[src/rtl/mpt_plb.sv]
// Protection lookaside buffer: NUM_ENTRIES cached MPT leaf entries (64 KiB, 16 pages each)
// tagged by SDID, with 1-cycle lookups, walker refills, global/per-SDID flush and statistics.
module mpt_plb #(
  parameter int XLEN        = 64,
  parameter int SDID_LEN    = 6,
  parameter int NUM_ENTRIES = 8,
  parameter int CNT_W       = 32
) (
  input  logic                clk_i,
  input  logic                rst_i,
  input  logic                lkp_valid_i,
  output logic                lkp_ready_o,
  input  logic [SDID_LEN-1:0] lkp_sdid_i,
  input  logic [XLEN-1:0]     lkp_spa_i,
  input  logic [1:0]          lkp_access_i,
  output logic                rsp_valid_o,
  output logic                rsp_hit_o,
  output logic [2:0]          rsp_perms_o,
  output logic                rsp_allow_o,
  input  logic                fill_valid_i,
  output logic                fill_ready_o,
  input  logic [SDID_LEN-1:0] fill_sdid_i,
  input  logic [XLEN-1:0]     fill_spa_i,
  input  logic [47:0]         fill_perms_i,
  input  logic                flush_valid_i,
  input  logic                flush_all_i,
  input  logic [SDID_LEN-1:0] flush_sdid_i,
  output logic                flush_done_o,
  output logic [CNT_W-1:0]    hit_cnt_o,
  output logic [CNT_W-1:0]    miss_cnt_o
);
  localparam int IDX_W = $clog2(NUM_ENTRIES);
  localparam int TAG_W = XLEN - 16;

  typedef enum logic [1:0] {
    ACCESS_NONE  = 2'd0,
    ACCESS_READ  = 2'd1,
    ACCESS_WRITE = 2'd2,
    ACCESS_EXEC  = 2'd3
  } mpt_access_e;

  logic [NUM_ENTRIES-1:0] valid;
  logic [SDID_LEN-1:0]    sdid  [NUM_ENTRIES];
  logic [TAG_W-1:0]       tag   [NUM_ENTRIES];
  logic [47:0]            perms [NUM_ENTRIES];
  logic [IDX_W-1:0]       rr_ptr;

  logic             lkp_acc, fill_acc;
  logic [TAG_W-1:0] lkp_tag, fill_tag;
  logic             lkp_hit, fill_hit, any_inv;
  logic [IDX_W-1:0] lkp_idx, fill_hit_idx, inv_idx, fill_idx;
  logic [47:0]      lkp_line;
  logic [2:0]       page_perm;
  logic             allow;
  logic             unused_spa_bits;

  assign lkp_ready_o  = !flush_valid_i;
  assign fill_ready_o = !flush_valid_i;
  assign lkp_acc      = lkp_valid_i && !flush_valid_i;
  assign fill_acc     = fill_valid_i && !flush_valid_i;
  assign lkp_tag      = lkp_spa_i[XLEN-1:16];
  assign fill_tag     = fill_spa_i[XLEN-1:16];
  assign unused_spa_bits = ^{lkp_spa_i[11:0], fill_spa_i[15:0]};

  // Descending scan so the lowest-index invalid entry wins.
  always_comb begin
    lkp_hit      = 1'b0;
    lkp_idx      = '0;
    fill_hit     = 1'b0;
    fill_hit_idx = '0;
    any_inv      = 1'b0;
    inv_idx      = '0;
    for (int i = NUM_ENTRIES - 1; i >= 0; i--) begin
      if (valid[i] && sdid[i] == lkp_sdid_i && tag[i] == lkp_tag) begin
        lkp_hit = 1'b1;
        lkp_idx = IDX_W'(i);
      end
      if (valid[i] && sdid[i] == fill_sdid_i && tag[i] == fill_tag) begin
        fill_hit     = 1'b1;
        fill_hit_idx = IDX_W'(i);
      end
      if (!valid[i]) begin
        any_inv = 1'b1;
        inv_idx = IDX_W'(i);
      end
    end
  end

  assign fill_idx = fill_hit ? fill_hit_idx : (any_inv ? inv_idx : rr_ptr);

  always_comb begin
    lkp_line  = perms[lkp_idx];
    page_perm = '0;
    for (int p = 0; p < 16; p++) begin
      if (lkp_spa_i[15:12] == 4'(p)) page_perm = lkp_line[3*p +: 3];
    end
    allow = 1'b0;
    // W without R is a reserved encoding and grants nothing.
    if (page_perm != 3'b010 && page_perm != 3'b110) begin
      case (mpt_access_e'(lkp_access_i))
        ACCESS_READ:  allow = page_perm[0];
        ACCESS_WRITE: allow = page_perm[1];
        ACCESS_EXEC:  allow = page_perm[2];
        default:      allow = 1'b0;
      endcase
    end
  end

  always_ff @(posedge clk_i) begin
    if (fill_acc) begin
      sdid[fill_idx]  <= fill_sdid_i;
      tag[fill_idx]   <= fill_tag;
      perms[fill_idx] <= fill_perms_i;
    end
  end

  always_ff @(posedge clk_i) begin
    if (rst_i) begin
      valid        <= '0;
      rr_ptr       <= '0;
      rsp_valid_o  <= 1'b0;
      rsp_hit_o    <= 1'b0;
      rsp_perms_o  <= '0;
      rsp_allow_o  <= 1'b0;
      flush_done_o <= 1'b0;
      hit_cnt_o    <= '0;
      miss_cnt_o   <= '0;
    end else begin
      flush_done_o <= flush_valid_i;
      rsp_valid_o  <= lkp_acc;
      rsp_hit_o    <= lkp_acc && lkp_hit;
      rsp_perms_o  <= (lkp_acc && lkp_hit) ? page_perm : 3'b000;
      rsp_allow_o  <= lkp_acc && lkp_hit && allow;

      if (flush_valid_i) begin
        for (int i = 0; i < NUM_ENTRIES; i++) begin
          if (flush_all_i || sdid[i] == flush_sdid_i) valid[i] <= 1'b0;
        end
      end else if (fill_valid_i) begin
        valid[fill_idx] <= 1'b1;
        if (!fill_hit && !any_inv) rr_ptr <= rr_ptr + 1'b1;
      end

      if (lkp_acc) begin
        if (lkp_hit) begin
          if (hit_cnt_o != {CNT_W{1'b1}}) hit_cnt_o <= hit_cnt_o + 1'b1;
        end else begin
          if (miss_cnt_o != {CNT_W{1'b1}}) miss_cnt_o <= miss_cnt_o + 1'b1;
        end
      end
    end
  end
endmodule

[config.mk]
export PLATFORM = sky130hd
export DESIGN_NAME = mpt_plb
export DESIGN_NICKNAME = d
export VERILOG_FILES = /design/src/rtl/mpt_plb.sv
export SDC_FILE = /design/constraint.sdc
export NUM_CORES = 2
export LEC_CHECK = 0
export CAP_MARGIN = 20
export CELL_PAD_IN_SITES_DETAIL_PLACEMENT = 1
export CELL_PAD_IN_SITES_GLOBAL_PLACEMENT = 1
export CORE_MARGIN = 3
export CORE_UTILIZATION = 40
export CTS_CLUSTER_DIAMETER = 150
export DETAILED_ROUTE_END_ITERATION = 7
export PLACE_DENSITY_LB_ADDON = 0.1
export SYNTH_ARGS = -nofsm -noshare
export SYNTH_HDL_FRONTEND = slang
export SYNTH_SLANG_ARGS = --single-unit
[constraint.sdc]
create_clock -name clk_i -period 10 [get_ports clk_i]
set_input_delay 2 -clock clk_i [delete_from_list [all_inputs] [get_ports clk_i]]
set_output_delay 2 -clock clk_i [all_outputs]
set_load 0.01 [all_outputs]
After elaboration in Yosys (flattened, before gate mapping)
Memories as Yosys holds them, arrays and structs flattened.
Cells that the tools add are included.
- memory bits (writable): 816
- bits of input ports: 202
- output and inout port bits: 73
- memories: 3
- register bits after elaboration: 82
- memories (memory ; depth ; width ; read ports ; clocked after Yosys merged registers in ; write ports ; line ; RTL):
    perms ; 8 ; 48 ; 1 ; 0 ; 1 ; 45 ; logic [47:0] perms [NUM_ENTRIES];
    tag ; 8 ; 48 ; 8 ; 0 ; 1 ; 44 ; logic [TAG_W-1:0] tag [NUM_ENTRIES];
    sdid ; 8 ; 6 ; 8 ; 0 ; 1 ; 43 ; logic [SDID_LEN-1:0] sdid [NUM_ENTRIES];
- reduce and logical (&&, ||, !) cells: 64
- add/sub/neg operators: 3
- mux-type cells: 82
- magnitude comparators: 2
- equal/unequal tests: 70
- bitwise logic cells: 4
- operators with widths (cell ; number):
    equality test 48 bit ; 16
    equality test 6 bit ; 24
    2-to-1 mux 3 bit ; 42
    adder 32 x 1 -> 32 bit (second input constant) ; 2
    != test 32 bit (second input constant) ; 2
    logical AND 1 bit ; 39
    2-to-1 mux 1 bit ; 36
    equality test 4 bit (second input constant) ; 8
    equality test 4 x 3 -> 1 bit (second input constant) ; 4
    2-to-1 mux 8 bit ; 2
    != test 2 x 1 -> 1 bit (second input constant) ; 8
    AND reduction 2 bit ; 8
    AND reduction 3 bit ; 3
    equality test 4 x 2 -> 1 bit (second input constant) ; 2
    logical OR 1 bit ; 8
    bitwise OR 8 bit ; 1
    equality test 2 bit (second input constant) ; 2
    equality test 4 x 1 -> 1 bit (second input constant) ; 1
    logical NOT 4 bit ; 1
    less-than comparator 3 x 4 -> 1 bit (second input constant) ; 1
    adder 3 x 1 -> 3 bit (second input constant) ; 1
    demux 1 bit (select 3 bit) ; 1
    >= comparator 3 x 1 -> 1 bit (second input constant) ; 1
    logical NOT 1 bit ; 3
    7 further kinds ; 9

Longest topological paths before layout
An unclocked memory read counts as a cell.
- depth in word-level cells: 32
- gate-level depth with buffers: 21
- mapped depth without buffers: 15

Worst setup path after synthesis
Ideal clock, no wire load.
- path type: input to register
- start point: input fill_spa_i[23]
- end point: memory perms[2][0], enable pin
- path buffers: 1
- path slack: 0.806 ns
- arrival time: 8.629 ns
- stages: 13
- path through: clkbuf_1 > inv_1 > a22o_1 > or4_1 > nor4_1 > nand4b_1 > a21oi_1 > o21ai_0 > a21oi_1 > or2_2 > o21ai_0 > or2_2 > nor2_1
- longest elaborated chain between the ends: 11
- elaborated cells between the ends (all ways): 33
- classes of those cells: 8 x eq/ne; 17 x mux; 8 x reduce/logical
- ends and longest elaborated chain (element ; line ; RTL):
    start, declared ; 23 ; input logic [XLEN-1:0] fill_spa_i,
    equality test 48 bit ; 78 ; if (valid[i] && sdid[i] == fill_sdid_i && tag[i] == fill_tag) begin
    logical AND 1 bit ; 78 ;
    2-to-1 mux 3 bit or 2-to-1 mux 1 bit (tied branches) (8 in series) ; 78 ;
    2-to-1 mux 3 bit * ; 89 ; assign fill_idx = fill_hit ? fill_hit_idx : (any_inv ? inv_idx : rr_ptr);
    end, declared ; 45 ;
Every way passes the cells marked *; elsewhere a longest branch is shown, timed or not.

Final worst setup path
- start point: input lkp_spa_i[61]
- end point: register rsp_allow_o
- longest elaborated chain between the ends: 31
- elaborated cells between the ends (all ways): 56
- classes of those cells: 10 x eq/ne; 34 x mux; 11 x reduce/logical; 1 x memory
- ends and longest elaborated chain (element ; line ; RTL):
    start, declared ; 14 ; input logic [XLEN-1:0] lkp_spa_i,
    equality test 48 bit ; 74 ; if (valid[i] && sdid[i] == lkp_sdid_i && tag[i] == lkp_tag) begin
    logical AND 1 bit ; 74 ;
    2-to-1 mux 3 bit (8 in series) ; 74 ;
    memory (8 x 48 bit) ; n/a ;
    2-to-1 mux 3 bit (16 in series) ; 95 ; if (lkp_spa_i[15:12] == 4'(p)) page_perm = lkp_line[3*p +: 3];
    != test 3 x 2 -> 1 bit or != test 3 bit (tied branches) ; 99 ; if (page_perm != 3'b010 && page_perm != 3'b110) begin
    logical AND 1 bit ; 99 ;
    2-to-1 mux 1 bit ; 99 ;
    logical AND 1 bit * ; 133 ; rsp_allow_o <= lkp_acc && lkp_hit && allow;
    end signal, assigned ; 133 ;
    end, declared ; 19 ; output logic rsp_allow_o,
Marks and branches as above.
A chain may end at the register's enable or synchronous reset.

==> impl_metrics.py <==
metrics = {
    "layout": {
        "final_cell_mix": "edfxtp_1, xnor2_1, xor2_1, nand2_1, clkdlybuf4s50_1",
        "drive_gt1_share_pct": 10.4,
        "utilization_pct": 48.5,
        "syn2layout_area_growth_pct": 19.3,
        "final_common_cell": "edfxtp_1",
        "layoutNonFillerInstCount": 5681,
        "layout.nets": 4307,
    },
    "timing": {
        "setup_violations": 0,
        "finClkSkew_ns": 0.0293,
        "hold_violations": 0,
        "timing.fmax_ghz": 0.125,
        "fin_setup_tns_ns": 0,
        "fin_crit_sh_pct": 80.1,
        "rsz0062_at_grt": "no",
        "tightestPinTransition_ns": 1.35,
        "relSlewSlack_pct": 9.87,
        "min_period_ns": 8.01,
        "maxSlewViolCount": 0,
    },
    "detailed_routing": {
        "vias": 35300,
        "drt_drc_violations_left": 0,
        "firstDrtPassIters": 6,
        "ant_nets": 0,
        "wire_per_inst_microns": 36.7,
        "vias_per_cell": 6.20,
        "drt_iter0_markers": 5189,
        "drt_wl_total_microns": 208000,
    },
    "synth": {
        "synth_ff_type": "edfxtp_1",
        "synth_area_sq_um": 45300,
        "synth_edf_count": 816,
        "seq_area_frac_synth_pct": 57.7,
        "synth.largest_area_cell": "edfxtp_1",
        "avgSynthCellArea_sq_um": 12.1,
        "synth_nets": 3933,
        "yosys_warnings": 0,
        "synthArstFlopShare_pct": 0,
        "synthDominantCellAreaShare_pct": 54.1,
        "synth_cell_types": 87,
        "synthTopCellsByArea": "edfxtp_1, xnor2_1, xor2_1",
        "netlist_instances": 3728,
        "ys_ff_latch": 898,
    },
    "floorplan": {
        "rows": 122,
        "die_x_microns": 342,
        "coreArea_sq_um": 111000,
        "initial_core_util_pct": 40.6,
        "ios": 275,
        "die-area_sq_um": 117000,
        "die_h_microns": 342,
    },
    "setup_path": {
        "cp_cell_sequence": "clkdlybuf4s50_1 -> xnor2_1 -> nand4_1 -> nor4_1 -> nand3_1 -> o2bb2a_4 -> o21ai_0 -> and2_4 -> buf_4 -> buf_4 -> nand2_1 -> and3_1 -> a31oi_1 -> a211oi_1 -> o211a_1 -> o221a_2 -> a211oi_1 -> a311o_1",
        "crit_type": "in2reg",
        "path_max_fanout": 46,
        "path_buf_inv": 3,
        "r2r_slack_ns": 4.02,
        "crit_path_end_kind": "flip-flop",
        "cpLargestDelayFamily": "simple AND/OR/NAND/NOR gates",
        "reg2regPathDepth": 16,
        "cp_slowest_cell": "clkdlybuf4s50_1",
        "regToRegEndpoint": "rsp_allow_o",
        "max_stage_delay_ns": 0.96,
        "startpoint_type": "input port",
        "rr_startpoint": "tag[3][44]",
        "arrival_ns": 8.66,
        "worstPathRequired_ns": 10.65,
    },
    "grt": {
        "grt_pass1_wl_microns": 282000,
        "grt_pass1_vias": 34400,
        "antenna_found_initial": 17,
        "grt_usage_pct": 34.8,
        "grt_max_degree": 104,
        "grt.overflow.total": 0,
    },
    "power": {
        "vdd_drop_max_mv": 0.132,
        "leakage_uw": 0.0180,
        "cellPowerDensity_nw_per_um2": 164,
        "finalPower_uw": 8860,
    },
    "hold_path": {
        "hold_end": "miss_cnt_o[16]",
        "min_path_cells": 2,
        "hold_path_class": "reg2reg",
        "worstHoldStart": "miss_cnt_o[16]",
    },
    "placement": {
        "dp_cells": 5483,
        "gp_congestion": 1.01,
        "port-buffer-count": 246,
        "dp_hpwl_microns": 149000,
    },
    "cts": {
        "cts_max_path_buffers": 3,
        "clkTransAtPathRegs_ns": 0.06,
        "htree_levels": 3,
        "ctsHoldBuffers": 0,
        "cts_setup_buffers": 0,
        "insertion_delay_ns": 0.72,
        "cts_resized": 0,
        "cts-root-buf": "clkbuf_16",
        "clock-sinks": 898,
        "cts_buffers": 103,
        "cts_tree": "built",
    },
    "outcome": {
        "status": "complete, no violations",
    },
    "flow_run": {
        "cap_viol_max_count": 0,
    },
}
-- synth_stat cells, types with 10 or more instances --
| master | n |
|---|---|
| clkbuf_1 | 86 |
| nand3_1 | 107 |
| mux2i_1 | 125 |
| o211ai_1 | 17 |
| or3_1 | 12 |
| xnor2_1 | 430 |
| a211oi_1 | 19 |
| edfxtp_1 | 816 |
| nor4_1 | 136 |
| o2111ai_1 | 28 |
| o21ai_0 | 65 |
| nand2_1 | 249 |
| inv_1 | 110 |
| nor2b_1 | 14 |
| or4_1 | 15 |
| a21oi_1 | 50 |
| nand2b_1 | 178 |
| buf_4 | 14 |
| o22ai_1 | 37 |
| nand4_1 | 212 |
| mux2_2 | 24 |
| nor2_1 | 145 |
| a22o_1 | 14 |
| xor2_1 | 362 |
| buf_2 | 67 |
| nor3_1 | 57 |
| dfxtp_1 | 82 |
| and3_1 | 30 |
| a22oi_1 | 10 |
| a221oi_1 | 18 |
| o2bb2ai_1 | 13 |
-- kinds of logic (layout without fill, tap and decap cells) --
logic type | after synthesis | count (layout) | synth area share, %
xor gates and xnor gates | 792 | 792 | 15.3
DFF | 898 | 898 | 57.7
and+or+nand+nor | 1221 | 1221 | 14.6
adders and majority gates | 3 | 3 | 0.0829
muxes | 150 | 150 | 3.41
buffers and inverters | 288 | 747 | 2.74
other | 0 | 6 | 0
AOI/OAI and AO/OA | 376 | 376 | 6.08
-- sequential cells by signal, indices dropped and copies added, names as in the netlist --
register      cells
rsp_allow_o       1
perms           384
rsp_hit_o         1
hit_cnt_o        32
sdid             48
rr_ptr            3
flush_done_o      1
tag             384
rsp_valid_o       1
miss_cnt_o       32
valid             8
rsp_perms_o       3
-- how the worst max path moves through the flow --
stage,startpoint,to,slack (ns),cells past startpoint
floorplan,fill_spa_i[23],perms[2][0],0.81,13
global placement,lkp_spa_i[41],rsp_allow_o,1.44,19
detailed placement,lkp_spa_i[41],rsp_allow_o,1.42,19
CTS,lkp_spa_i[41],rsp_allow_o,2.11,19
global route,lkp_spa_i[61],rsp_allow_o,1.79,18
finish,lkp_spa_i[61],rsp_allow_o,1.99,18
-- area by class of cell --
cell class | instances | area, sq um
antenna | 6 | 15.0
fill | 11500 | 57400
multi-input combinational | 2542 | 18000
timing repair buffer | 446 | 4110
inverter | 111 | 417
clock inverter | 64 | 694
tap | 1488 | 1860
clock buffer | 126 | 2740
sequential | 898 | 26100
-- tightest hold or removal path, cell delays in order, from the launching register on --
cell and delay (ns):
dfxtp_1 0.33, o21ai_0 0.08, a21oi_1 0.06
-- metal layers --
metal	GRT usage [%]	part of all wire, %	vias up
li1	-	-	14600
met1	49.9	42	18200
met2	51.0	42	2105
met3	7.72	11	372
met4	14.0	4.7	2
met5	0	0.0062	-
-- metrics by stage --
step           instance area, sq um  setup WS [ns]  hold slack, ns
2_1_floorplan                 45300          0.806           0.485
3_3_place_gp                  50500           1.44           0.485
3_5_place_dp                  50500           1.42           0.506
4_1_cts                       54000           2.11           0.512
5_1_grt                       54000           1.79           0.538
6_report                      54000           1.99           0.513
-- power breakdown --
group / switching [uW] / internal, uW
clock network: 1650 / 2240
logic: 574 / 253
registers: 19.6 / 4120
Note: power is estimated with default switching activity, not from simulation.
